--- src/rtl/mag_peak_unit.sv ---
// Magnitude and windowed-peak unit: converts signed samples to unsigned magnitude
// with a one-deep valid/ready output stage, and reports the per-window maximum.
module mag_peak_unit #(
   parameter int WIDTH  = 16,
   parameter int WINDOW = 8
) (
   input  logic             clk,
   input  logic             n_rst,
   input  logic             in_valid,
   output logic             in_ready,
   input  logic [WIDTH:0]   in_data,
   input  logic             clear,
   output logic             out_valid,
   input  logic             out_ready,
   output logic [WIDTH-1:0] out_mag,
   output logic             peak_valid,
   output logic [WIDTH-1:0] peak,
   output logic             sat_flag
);

   localparam int CW = (WINDOW > 1) ? $clog2(WINDOW) : 1;
   localparam logic [CW-1:0] LAST = CW'(WINDOW - 1);

   logic [CW-1:0]    cnt;
   logic [WIDTH-1:0] run_max;
   logic [WIDTH-1:0] mag;
   logic [WIDTH-1:0] win_max;
   logic             is_sat;
   logic             accept;

   assign in_ready = !out_valid || out_ready;
   assign accept   = in_valid && in_ready;

   // NOTE: every signal driven here gets a value before any branch, so no latch can form.
   always_comb begin
      is_sat = in_data[WIDTH] && (in_data[WIDTH-1:0] == '0);
      mag    = in_data[WIDTH-1:0];
      if (is_sat)
         mag = '1;
      else if (in_data[WIDTH])
         mag = (~in_data[WIDTH-1:0]) + WIDTH'(1);
      // Unsigned compare; a tie keeps the stored maximum.
      win_max = (mag > run_max) ? mag : run_max;
   end

   // NOTE: state registers use non-blocking assignments so every flop samples pre-edge values.
   always_ff @(posedge clk or negedge n_rst) begin
      if (!n_rst) begin
         out_valid <= 1'b0;
         out_mag   <= '0;
      end else if (accept) begin
         out_valid <= 1'b1;
         out_mag   <= mag;
      end else if (out_ready) begin
         out_valid <= 1'b0;
      end
   end

   always_ff @(posedge clk or negedge n_rst) begin
      if (!n_rst) begin
         cnt        <= '0;
         run_max    <= '0;
         peak       <= '0;
         peak_valid <= 1'b0;
         sat_flag   <= 1'b0;
      end else begin
         peak_valid <= 1'b0;
         if (accept) begin
            if (clear) begin
               // Restart: this sample opens the new window.
               cnt      <= CW'(1);
               run_max  <= mag;
               sat_flag <= is_sat;
            end else begin
               sat_flag <= sat_flag | is_sat;
               if (cnt == LAST) begin
                  peak       <= win_max;
                  peak_valid <= 1'b1;
                  cnt        <= '0;
                  run_max    <= '0;
               end else begin
                  cnt     <= cnt + CW'(1);
                  run_max <= win_max;
               end
            end
         end else if (clear) begin
            cnt      <= '0;
            run_max  <= '0;
            sat_flag <= 1'b0;
         end
      end
   end

endmodule

--- config.mk ---
export PLATFORM = sky130hd
export DESIGN_NAME = mag_peak_unit
export DESIGN_NICKNAME = d
export VERILOG_FILES = /design/src/rtl/mag_peak_unit.sv
export SDC_FILE = /design/constraint.sdc
export NUM_CORES = 1
export LEC_CHECK = 0
export BUFFER_PORTS_ARGS = -buffer_cell sky130_fd_sc_hd__buf_2
export CAP_MARGIN = 15
export CORE_MARGIN = 2
export CORE_UTILIZATION = 50
export CTS_CLUSTER_SIZE = 28
export DETAILED_ROUTE_END_ITERATION = 16
export PLACE_DENSITY = 0.76
export SLEW_MARGIN = 20
export SYNTH_ARGS = -nofsm -noshare
export SYNTH_HDL_FRONTEND = slang
export SYNTH_SLANG_ARGS = --single-unit
--- constraint.sdc ---
create_clock -name clk -period 2.05 [get_ports clk]
set_input_delay 0.41 -clock clk [delete_from_list [all_inputs] [get_ports clk]]
set_output_delay 0.41 -clock clk [all_outputs]
set_load 0.02 [all_outputs]
# Word level (Yosys, flattened, before mapping)
# Index checks and enable logic that the tools add are counted.
# totals
register_bits,54
in_bits,22
# classes
add_sub_neg,2
n_lt_le_gt_ge,1
n_eq_ne,1
n_mux,19
bitwise,3
n_reduce_logical,8
# ops
operator,count
two-way mux 16 bit,7
"adder 16 x 1 -> 16 bit, second input constant",1
> comparator 16 bit,1
logical NOT 16 bit,1
inverter 16 bit,1
two-way mux 3 bit,4
two-way mux 1 bit,8
nonzero test 2 bit,2
"adder 3 x 1 -> 3 bit, second input constant",1
"== test 3 bit, second input constant",1
AND reduction 3 bit,1
logical AND 1 bit,2
logical NOT 1 bit,1
logical OR 1 bit,1
inverter 1 bit,1
OR 1 bit,1

# Logic depth before layout (Yosys ltp)
# depth
depth_word,9
depth_mapped,16
ltp_nobuf,13

# Least setup slack after synthesis
# OpenSTA, ideal clock, no wires.
# synth_timing
path_kind,input to register
start,input port in_data[2]
end,register peak[0]
setup_time_ps,83
arrival_ps,3264
t_required_ps,1967
slack_ps,-1297
cell_stages,11
path_cell_list,or4_4 > o41ai_2 > xor2_1 > and2_2 > inv_2 > ha_1 > nand4_1 > a2111o_1 > a31oi_4 > mux2_2 > o21ai_0
# synth_via
elab_chain_len,6
elab_cells_between_ends,8
cone_classes,1 x add/sub; 1 x order compare; 3 x mux; 1 x bitwise; 2 x reduce/logical
# synth_rtl
element,line_no,rtl
"start, declared",11,"input logic [WIDTH:0] in_data,"
inverter 16 bit,41,mag = (~in_data[WIDTH-1:0]) + WIDTH'(1);
adder 16 x 1 -> 16 bit,41,
two-way mux 16 bit,40,else if (in_data[WIDTH])
two-way mux 16 bit *,38,if (is_sat)
named net mag[11],26,logic [WIDTH-1:0] mag;
> comparator 16 bit *,43,win_max = (mag > run_max) ? mag : run_max;
two-way mux 16 bit *,43,
"end signal, assigned",77,peak <= win_max;
"end, declared",17,"output logic [WIDTH-1:0] peak,"
# The timed path passes the listed nets; every way through them passes the cells marked *.
# A chain may end at the register's enable or synchronous reset.

# Worst setup path after layout
# layout_timing
start,input port in_data[3]
end,register run_max[9]
# layout_via
elab_chain_len,9
elab_cells_between_ends,11
cone_classes,1 x add/sub; 1 x order compare; 6 x mux; 1 x bitwise; 2 x reduce/logical
# layout_rtl
element,line_no,rtl
inverter 16 bit,41,
adder 16 x 1 -> 16 bit,41,
two-way mux 16 bit,40,
two-way mux 16 bit *,38,
named net mag[7],26,
> comparator 16 bit *,43,
two-way mux 16 bit *,43,
two-way mux 16 bit *,76,if (cnt == LAST) begin
two-way mux 16 bit *,69,if (clear) begin
two-way mux 16 bit *,68,if (accept) begin
"end signal, assigned",72,run_max <= mag;
"end signal, assigned",83,run_max <= win_max;
"end, declared",25,logic [WIDTH-1:0] run_max;
# Marked as above.

==> summary.md <==
| Metric | Value |
|---|---|
| Outcome | complete, but fails checks |
| Failing checks | setup timing |
| Clock root buffer | clkbuf_8 |
| Cell Area, Placed | 4153 sq um |
| Global-route wire length before repair | 14,750 um |
| DR vias/cell | 5.843 |
| Core Rows | 28 |
| Synthesized area | 3124 sq um |
| Fin. max-slew vios | 0 |
| Antenna diodes | 0 |
| Distinct cells, synth | 54 |
| Critical path startpoint category | primary input |
| CP max FO | 5 |
| Core Box Area | 5991 sq um |
| Post-Syn Instances | 335 |
| Crit path arrival time | 3.58 ns |
| Worst hold margin | 0.07003 ns |
| Peak Freq | 299.3 MHz |
| Post-synthesis register bit count | 54 |
| Crit-path leading delay family | simple AND/OR/NAND/NOR gates |
| Total GRT Usage | 26.27% |
| Top cell type's share of synthesized area | 43.25% |
| Grt ovf | 0 |
| Main synth FF type | dfrtp_1 |
| Port bufs | 57 |
| Initial antenna violation count | 0 |
| Sink Count | 54 |
| Clock Pin Slew Worst Setup and Hold Paths | 0.10 ns |
| Critical path's largest stage delay | 0.57 ns |
| H-Tree Depth | 2 |
| Minimum clock period | 3.342 ns |
| HP Class | in -> async |
| Critical-path cell list | buf_8, or4_4, o31ai_2, xor2_1, and2_2, inv_2, ha_4, nand4_1, buf_4, nor4_4, nor2_1, a221o_1, buf_6, o22ai_2 |
| Multi-input combinational cell area | 1892 sq um |
| Die height | 83.05 um |
| RSZ-0062 raised after global routing | true |
| Ys async rst share | 100.0% |
| Largest area contributor in the netlist | dfrtp_1 |
| Period utilisation layout | 163.0% |
| Crit path kind | in -> reg |
| WL per Instance | 18.92 um |
| Slew headroom | 54.75% |
| Max-cap violations | 0 |
| Clock Skews | 0.007114 ns |
| Leakage | 2.303 nW |
| Dpl hpwl | 6559 um |
| Synth warn | 0 |
| Commonest non-fill, non-tap cells in the layout | buf_4, dfrtp_1, buf_2 |
| Cell area power density | 700.1 nW/um^2 |
| Final nets | 524 |
| Final instance area | 4750 sq um |
| Largest net degree at the start of global routing | 55 |
| Post-route DRC | 0 |
| Largest vdd supply drop | 0.4233 mV |
| Post-route ant nets | 0 |
| CP Data Required Time | 2.28 ns |
| CTS Hold Bufs | 0 |
| Final setup fails | 32 |
| Clk buf depth | 2 |
| Count of buffer and inverter cells on the critical path | 4 |
| Drt first-iter violations | 318 |
| Ports | 58 |
| CP max stage cell | or4_4 |
| Reg area | 1351 sq um |
| WL final | 10,580 um |
| Average cell area after synthesis | 9.326 sq um |
| Width of the die | 83.05 um |
| Mapped Nets | 376 |
| Initial Utilization | 52.15% |
| Cts bufs inserted | 5 |
| Fillers | 357 |
| Seq/Total Area, Yosys | 43.25% |
| Drt pass-1 iters | 6 |
| Vias in the first global route | 2,979 |
| Pwr Total | 3.325 mW |
| Post-synth EDFFs | 0 |
| Final RePlAce weighted congestion | 0.9472 |
| Share of layout cells above drive strength 1 | 48.35% |
| Vias after detailed routing | 3,266 |
| Worst slew pin tran | 0.6781 ns |
| Area delta synth->final | 52.02% |
| Finished Layout Cells | 559 |
| Total Die Area | 6896 sq um |
| Final WS setup | -1.292 ns |
| Clk_lat worst skew | 0.32 ns |
| CTS tree | yes |
| Most common cell after layout, fill and taps aside | buf_4 |
| Synth area leaders | dfrtp_1, ha_1, nand2_1 |
| Placed cells | 540 |
| Final hold violations | 0 |
| Worst Setup End Kind | register |
[report_power, final]
part / leakage [nW] / internal, mW / total, mW / switching, mW
logic: 1.54 / 0.637 / 1.37 / 0.729
clock network: 0.0514 / 0.365 / 0.738 / 0.373
registers: 0.708 / 1.16 / 1.22 / 0.0560
total: 2.30 / 2.17 / 3.33 / 1.16
[registers in the layout (all words and copies together), names as in the netlist]
name	cells
out_mag	16
peak	16
run_max	16
cnt	3
out_valid	1
peak_valid	1
sat_flag	1
[cell type report]
class | count | share of cell area, %
flip-flops and latches | 54 | 28.45
clock buffers | 6 | 1.528
multi-input cells | 227 | 39.83
clock inverters | 2 | 0.7903
well taps | 75 | 1.976
repair buffers | 158 | 24.45
inverters | 37 | 2.977
[layer usage]
metal	GRT usage, %	routed length (um)
met5	0	0
met1	35.66	4273
met3	3.877	652
met2	43.18	5331
met4	8.793	321
[synth_stat cells (3+ instances only)]
cell	count
clkbuf_1	8
xnor2_1	6
buf_2	7
o21ai_0	22
o211ai_1	3
and2_1	10
dfrtp_1	54
nor2_1	11
a21oi_1	14
xor2_1	5
nand2_1	44
mux2i_1	5
inv_2	3
nor3_1	3
o311ai_0	9
o22ai_1	15
ha_1	19
nand3_1	14
inv_1	34
a31oi_1	3
nand4_1	3
[through the flow]
stage          worst slack, ns  TNS, ns  utilization (%)
2_1_floorplan           -1.254   -38.09                -
3_3_place_gp            -1.439   -44.76            69.32
3_5_place_dp            -1.545   -48.28            69.32
4_1_cts                 -1.141   -34.75            73.52
5_1_grt                 -1.362   -42.52            79.28
6_report                -1.292   -39.57            79.28
[what timing repair did]
action,in CTS,in global routing
gates resized for setup,28,48
cloned,1,2
pin swaps,8,32
buffers inserted,2,6
setup endpoints to repair,32,32
[cell families (layout without fill, tap and decap cells)]
family                     Yosys count  after routing  share of synthesized area, %
AOI/OAI and AO/OA                   88             88                         19.50
xor gates and xnor gates            11             11                         3.084
adders and majority gates           19             19                         7.609
buffers and inverters               54            203                         6.888
DFF                                 54             54                         43.25
muxes                                6              6                         1.962
and+or+nand+nor                    103            103                         17.70
[path summary, 6_finish.rpt]
path | slack (ns) | depth (start not counted) | to | start
hold / removal | 0.07 | 2 | out_mag[5] | n_rst
setup / recovery | -1.29 | 14 | run_max[9] | in_data[3]
setup reg to reg | -0.46 | 9 | run_max[9] | run_max[7]
max in group asynchronous | 1.73 | 2 | run_max[14] | n_rst
min in group clk | 0.32 | 2 | out_valid | in_valid
hold reg to reg | 0.48 | 2 | peak[0] | peak[0]
Power figures use the tool's default switching activity.
